--- src/rtl/sysid_pkg.sv ---
// Shared definitions for the system-ID slave: register offsets, CAPS layout,
// read-pipe entry and a byte-lane merge helper.
package sysid_pkg;

  localparam logic [2:0] SYSID_OFF_ID        = 3'd0;
  localparam logic [2:0] SYSID_OFF_TIMESTAMP = 3'd1;
  localparam logic [2:0] SYSID_OFF_SCRATCH   = 3'd2;
  localparam logic [2:0] SYSID_OFF_UPTIME_LO = 3'd3;
  localparam logic [2:0] SYSID_OFF_UPTIME_HI = 3'd4;
  localparam logic [2:0] SYSID_OFF_CAPS      = 3'd5;
  localparam logic [2:0] SYSID_OFF_SECONDS   = 3'd6;

  localparam logic [15:0] SYSID_VERSION = 16'h0002;

  typedef struct packed {
    logic [15:0] version;
    logic [7:0]  rsvd_b;
    logic [3:0]  rsvd_n;
    logic [3:0]  rd_latency;
  } sysid_caps_t;

  typedef struct packed {
    logic        valid;
    logic [31:0] data;
  } sysid_rd_t;

  function automatic logic [31:0] be_merge(input logic [31:0] old_v,
                                           input logic [31:0] new_v,
                                           input logic [3:0]  be);
    be_merge = old_v;
    for (int i = 0; i < 4; i++)
      if (be[i]) be_merge[8*i +: 8] = new_v[8*i +: 8];
  endfunction

endpackage

--- src/rtl/sysid_rd_pipe.sv ---
// Fixed-latency read return pipe; data is captured at request time and
// only the valid bits are reset, so a reset drops everything in flight.
module sysid_rd_pipe
  import sysid_pkg::*;
#(
  parameter int DEPTH = 1
) (
  input  logic        clock,
  input  logic        reset,
  input  sysid_rd_t   req,
  output logic        valid,
  output logic [31:0] data
);

  logic [DEPTH-1:0]       vld_pipe;
  logic [DEPTH-1:0][31:0] dat_pipe;

  always_ff @(posedge clock) begin
    if (reset) begin
      vld_pipe <= '0;
    end else begin
      vld_pipe[0] <= req.valid;
      for (int i = 1; i < DEPTH; i++) vld_pipe[i] <= vld_pipe[i-1];
    end
  end

  always_ff @(posedge clock) begin
    dat_pipe[0] <= req.data;
    for (int i = 1; i < DEPTH; i++) dat_pipe[i] <= dat_pipe[i-1];
  end

  assign valid = vld_pipe[DEPTH-1];
  assign data  = valid ? dat_pipe[DEPTH-1] : 32'h0;

endmodule

--- src/rtl/sysid_qsys_ext.sv ---
// System-ID Avalon-MM slave: ID/timestamp, scratch, 64-bit uptime with
// LO-triggered HI snapshot, seconds counter and capability word.
module sysid_qsys_ext
  import sysid_pkg::*;
#(
  parameter logic [31:0] SYSID_ID     = 32'h0000_0000,
  parameter logic [31:0] TIMESTAMP    = 32'h0000_0000,
  parameter int          CLK_HZ       = 50_000_000,
  parameter int          READ_LATENCY = 1,
  parameter logic [31:0] SCRATCH_INIT = 32'h0000_0000
) (
  input  logic        clock,
  input  logic        reset,
  input  logic [2:0]  address,
  input  logic        read,
  input  logic        write,
  input  logic [31:0] writedata,
  input  logic [3:0]  byteenable,
  output logic [31:0] readdata,
  output logic        readdatavalid
);

  localparam int             PW        = $clog2(CLK_HZ);
  localparam logic [PW-1:0]  PRESC_MAX = PW'(CLK_HZ - 1);

  logic [63:0]   uptime;
  logic [31:0]   snap_hi;
  logic [31:0]   scratch;
  logic [31:0]   seconds;
  logic [PW-1:0] prescaler;
  logic [31:0]   rd_data;
  sysid_caps_t   caps;

  assign caps = '{version: SYSID_VERSION, rsvd_b: 8'h00, rsvd_n: 4'h0,
                  rd_latency: 4'(READ_LATENCY)};

  always_comb begin
    rd_data = 32'h0;
    case (address)
      SYSID_OFF_ID:        rd_data = SYSID_ID;
      SYSID_OFF_TIMESTAMP: rd_data = TIMESTAMP;
      SYSID_OFF_SCRATCH:   rd_data = scratch;
      SYSID_OFF_UPTIME_LO: rd_data = uptime[31:0];
      SYSID_OFF_UPTIME_HI: rd_data = snap_hi;
      SYSID_OFF_CAPS:      rd_data = caps;
      SYSID_OFF_SECONDS:   rd_data = seconds;
      default:             rd_data = 32'h0;
    endcase
  end

  always_ff @(posedge clock) begin
    if (reset) begin
      uptime    <= '0;
      snap_hi   <= '0;
      scratch   <= SCRATCH_INIT;
      seconds   <= '0;
      prescaler <= '0;
    end else begin
      uptime <= uptime + 64'd1;
      // HI is latched together with LO so a LO-then-HI pair is coherent
      if (read && address == SYSID_OFF_UPTIME_LO) snap_hi <= uptime[63:32];
      if (write && address == SYSID_OFF_SCRATCH)
        scratch <= be_merge(scratch, writedata, byteenable);
      if (write && address == SYSID_OFF_SECONDS) begin
        seconds   <= be_merge(seconds, writedata, byteenable);
        prescaler <= '0;
      end else if (prescaler == PRESC_MAX) begin
        seconds   <= seconds + 32'd1;
        prescaler <= '0;
      end else begin
        prescaler <= prescaler + 1'b1;
      end
    end
  end

  sysid_rd_pipe #(.DEPTH(READ_LATENCY)) u_rd_pipe (
    .clock (clock),
    .reset (reset),
    .req   ('{valid: read, data: rd_data}),
    .valid (readdatavalid),
    .data  (readdata)
  );

endmodule

--- config.mk ---
export PLATFORM = sky130hd
export DESIGN_NAME = sysid_qsys_ext
export DESIGN_NICKNAME = d
export VERILOG_FILES = /design/src/rtl/sysid_pkg.sv /design/src/rtl/sysid_rd_pipe.sv /design/src/rtl/sysid_qsys_ext.sv
export SDC_FILE = /design/constraint.sdc
export NUM_CORES = 1
export LEC_CHECK = 0
export BUFFER_PORTS_ARGS = -buffer_cell sky130_fd_sc_hd__buf_2
export CORE_MARGIN = 2
export CORE_UTILIZATION = 55
export DETAILED_ROUTE_END_ITERATION = 8
export PLACE_DENSITY = 0.73
export SYNTH_ARGS = -nofsm -noshare
export SYNTH_HDL_FRONTEND = slang
export SYNTH_HIERARCHICAL = 1
export SYNTH_SLANG_ARGS = --single-unit
--- constraint.sdc ---
create_clock -name clock -period 2.8 [get_ports clock]
set_input_delay 0.14 -clock clock [delete_from_list [all_inputs] [get_ports clock]]
set_output_delay 0.14 -clock clock [all_outputs]
set_load 0.02 [all_outputs]
==> reports/results.tsv <==
metric	value	unit
outcome	complete, no violations	
synth_simple_gate_area_share	27.4	%
grt_max_degree	86	
cp-end-kind	flop	
totalWireLength	26700	microns
synth_cell_type_count	57	
numPortBuffers	75	
synthTopCellsByCount	dfxtp_1 (219), nor2_1 (163), nand2_1 (127)	
die_x	138	microns
synth_top_area_share	44.6	%
num_rows	48	
holdPathEnd	uptime[59]	
setup_violations	0	
grt_pass1_wl	41500	microns
synth-seq-area-share	44.6	%
fin_skew	0.0119	ns
critPathLaunchType	flop	
hp-class	primary input to flop	
multi_input_area	0.00512	sq mm
viasPerCell	5.88	
synth_top_flop_cell	dfxtp_1	
cts_tree	built	
max-slew-margin-rel	51.0	%
reg2reg_depth	6	
die_area	0.0189	sq mm
crit_path_max_fanout	4	
pwr_density_cell	572	mW/mm^2
synthTopCellsByArea	dfxtp_1 (45%), nor2_1 (6.2%), xor2_1 (5.3%)	
antenna_found_initial	1	
wire_per_inst	18.2	microns
syn_nets	1182	
ir_worst_vdd	0.449	mV
grt_pass1_vias	8014	
grt_remaining_overflow	0	
crit_arrival	2.91	ns
worst_pin_slew	0.728	ns
synth_edf_count	0	
die_h	138	microns
synth_xor_area_share	7.49	%
synth_compound_area_share	12.6	%
r2r_slack	0.33	ns
floorplan.initialDensity	56.6	%
synthesis.area	0.00982	sq mm
clkLatencyLatePin	0.52	ns
cts_root_buf	clkbuf_16	
rsz0062_at_grt	no	
fin_util	66.7	%
use_met3	3.61	%
dr.pass1.iters	5	
yosysMostFrequentCell	dfxtp_1	
h-tree-depth	1	
antenna_left	0	
final.period_utilization	88.3	%
synth.mux.area_fraction	4.23	%
setup_tns	0	ns
instances_no_fill	1471	
coreArea	0.0174	sq mm
numCtsBuffers	24	
cp.required	3.23	ns
fmax	405	MHz
drc_errors	0	
dp_slack	0.465	ns
top_usage_layer	met2	
clock_sinks	219	
hold-path-cell-count	2	
async_flop_share	0	%
grtUsageTotal	27.9	%
synthAdderAreaFrac	0.382	%
first_iter_violations	725	
layout_setup_ws	0.328	ns
vias	8653	
min_from	reset	
diodes	0	
hold_slack	0.00949	ns
area_growth_syn_to_layout	17.9	%
drv_slew	0	
cap_violations	0	
ioPinCount	76	
hold_viol	0	
grt_use_met1	37.3	%
ys_ff_latch	219	
regArea	0.00438	sq mm
cts_resized	0	
fillers	1460	
syn_avg_cell_area	8.64	sq um
p_leak	4.61	nW
synth_top_family_by_area	simple AND/OR/NAND/NOR gates	
r2r-start	prescaler[11]	
period_minus_slack	2.47	ns
drive_gt1_share	15.1	%
synth_top_area_cell	dfxtp_1	
final_net_count	1279	
yosysWarnings	6	
postSynthCellCount	1136	
clk_pin_slew_worst_paths	0.06	ns
dp_hpwl	18500	microns
met2_usage	45.8	%
dp_cells	1396	
gp_congestion	0.896	
path_class	flop to flop	
clockBufferDepth	3	
r2r_end	seconds[27]	
-- kinds of logic (layout without fill, tap and decap cells) --
logic type,Yosys count,after routing
buffers and inverters,77,187
XOR/XNOR,84,84
multiplexers,41,41
adder cells (fa/ha/maj),3,3
AND/OR/NAND/NOR,539,539
AO/OA/AOI/OAI,173,173
flip-flops,219,219
-- what timing repair did --
item	CTS	global route
hold buffers	36	0
buffers inserted	0	0
hold endpoints to repair	50	0
-- power breakdown --
part | internal, mW | leakage [nW] | switching (mW)
clock | 1.93 | 0.385 | 1.24
combinational | 0.114 | 2.46 | 0.167
sequential | 3.14 | 1.77 | 0.0286
total | 5.18 | 4.61 | 1.44
-- flip-flops by register name, indices dropped and copies added (netlist names) --
register            cells
uptime                 64
u_rd_pipe/valid         1
u_rd_pipe/dat_pipe     32
scratch                32
seconds                32
prescaler              26
snap_hi                32
-- cell usage in the layout, fill, tap and decap left out, types with 15 or more instances in the layout --
cell / Yosys / routed
nor2_1: 163 / 163
xnor2_1: 25 / 25
buf_4: 1 / 29
xor2_1: 59 / 59
nand3_1: 62 / 62
a22o_1: 30 / 30
and4_1: 16 / 16
and2_2: 32 / 32
a221o_1: 30 / 30
buf_2: 7 / 74
o21ai_0: 18 / 18
nand2_1: 127 / 127
nor3_1: 19 / 19
nor4_1: 15 / 15
dlygate4sd3_1: 0 / 36
mux2i_1: 37 / 37
clkbuf_16: 0 / 25
nand4_1: 34 / 34
a21oi_1: 58 / 58
and3_1: 28 / 28
dfxtp_1: 219 / 219
-- critical path, cell delays in order, from the launching register on --
cell and delay (ns):
dfxtp_1 0.35, nor4b_1 0.52, nand4_1 0.20, or4_4 0.59, nor3_1 0.22, mux2_2 0.35, nor3_1 0.16
-- metal layers --
layer  part of all wire, %  vias up
met3                   5.3       64
met2                    47      309
li1                      -     4186
met5                 0.056        -
met1                    44     4092
met4                   3.8        2
-- per-stage QoR --
step | power, mW | instance area (sq um)
2_1_floorplan | 3.37 | 9820
3_3_place_gp | 3.47 | 10400
3_5_place_dp | 3.47 | 10400
4_1_cts | 6.64 | 11600
5_1_grt | 6.78 | 11600
6_report | 6.62 | 11600
-- final cells by class --
cell class,count,share of cell area (%)
Sequential cell,219,37.9
Timing Repair Buffer,140,8.37
Clock buffer,34,6.13
Clock inverter,5,0.670
Tap cell,225,2.43
Multi-Input combinational cell,840,44.3
Inverter,8,0.259
-- how the worst max path moves through the flow --
stage / from / to / slack (ns) / depth (start not counted)
floorplan: prescaler[0] / seconds[27] / 0.57 / 8
global placement: prescaler[0] / seconds[27] / 0.52 / 7
detailed placement: prescaler[0] / seconds[29] / 0.47 / 7
CTS: prescaler[11] / seconds[27] / 0.37 / 6
global route: prescaler[0] / seconds[29] / 0.16 / 7
finish: prescaler[11] / seconds[27] / 0.33 / 6
No activity file was read; power rests on OpenSTA's default activity.
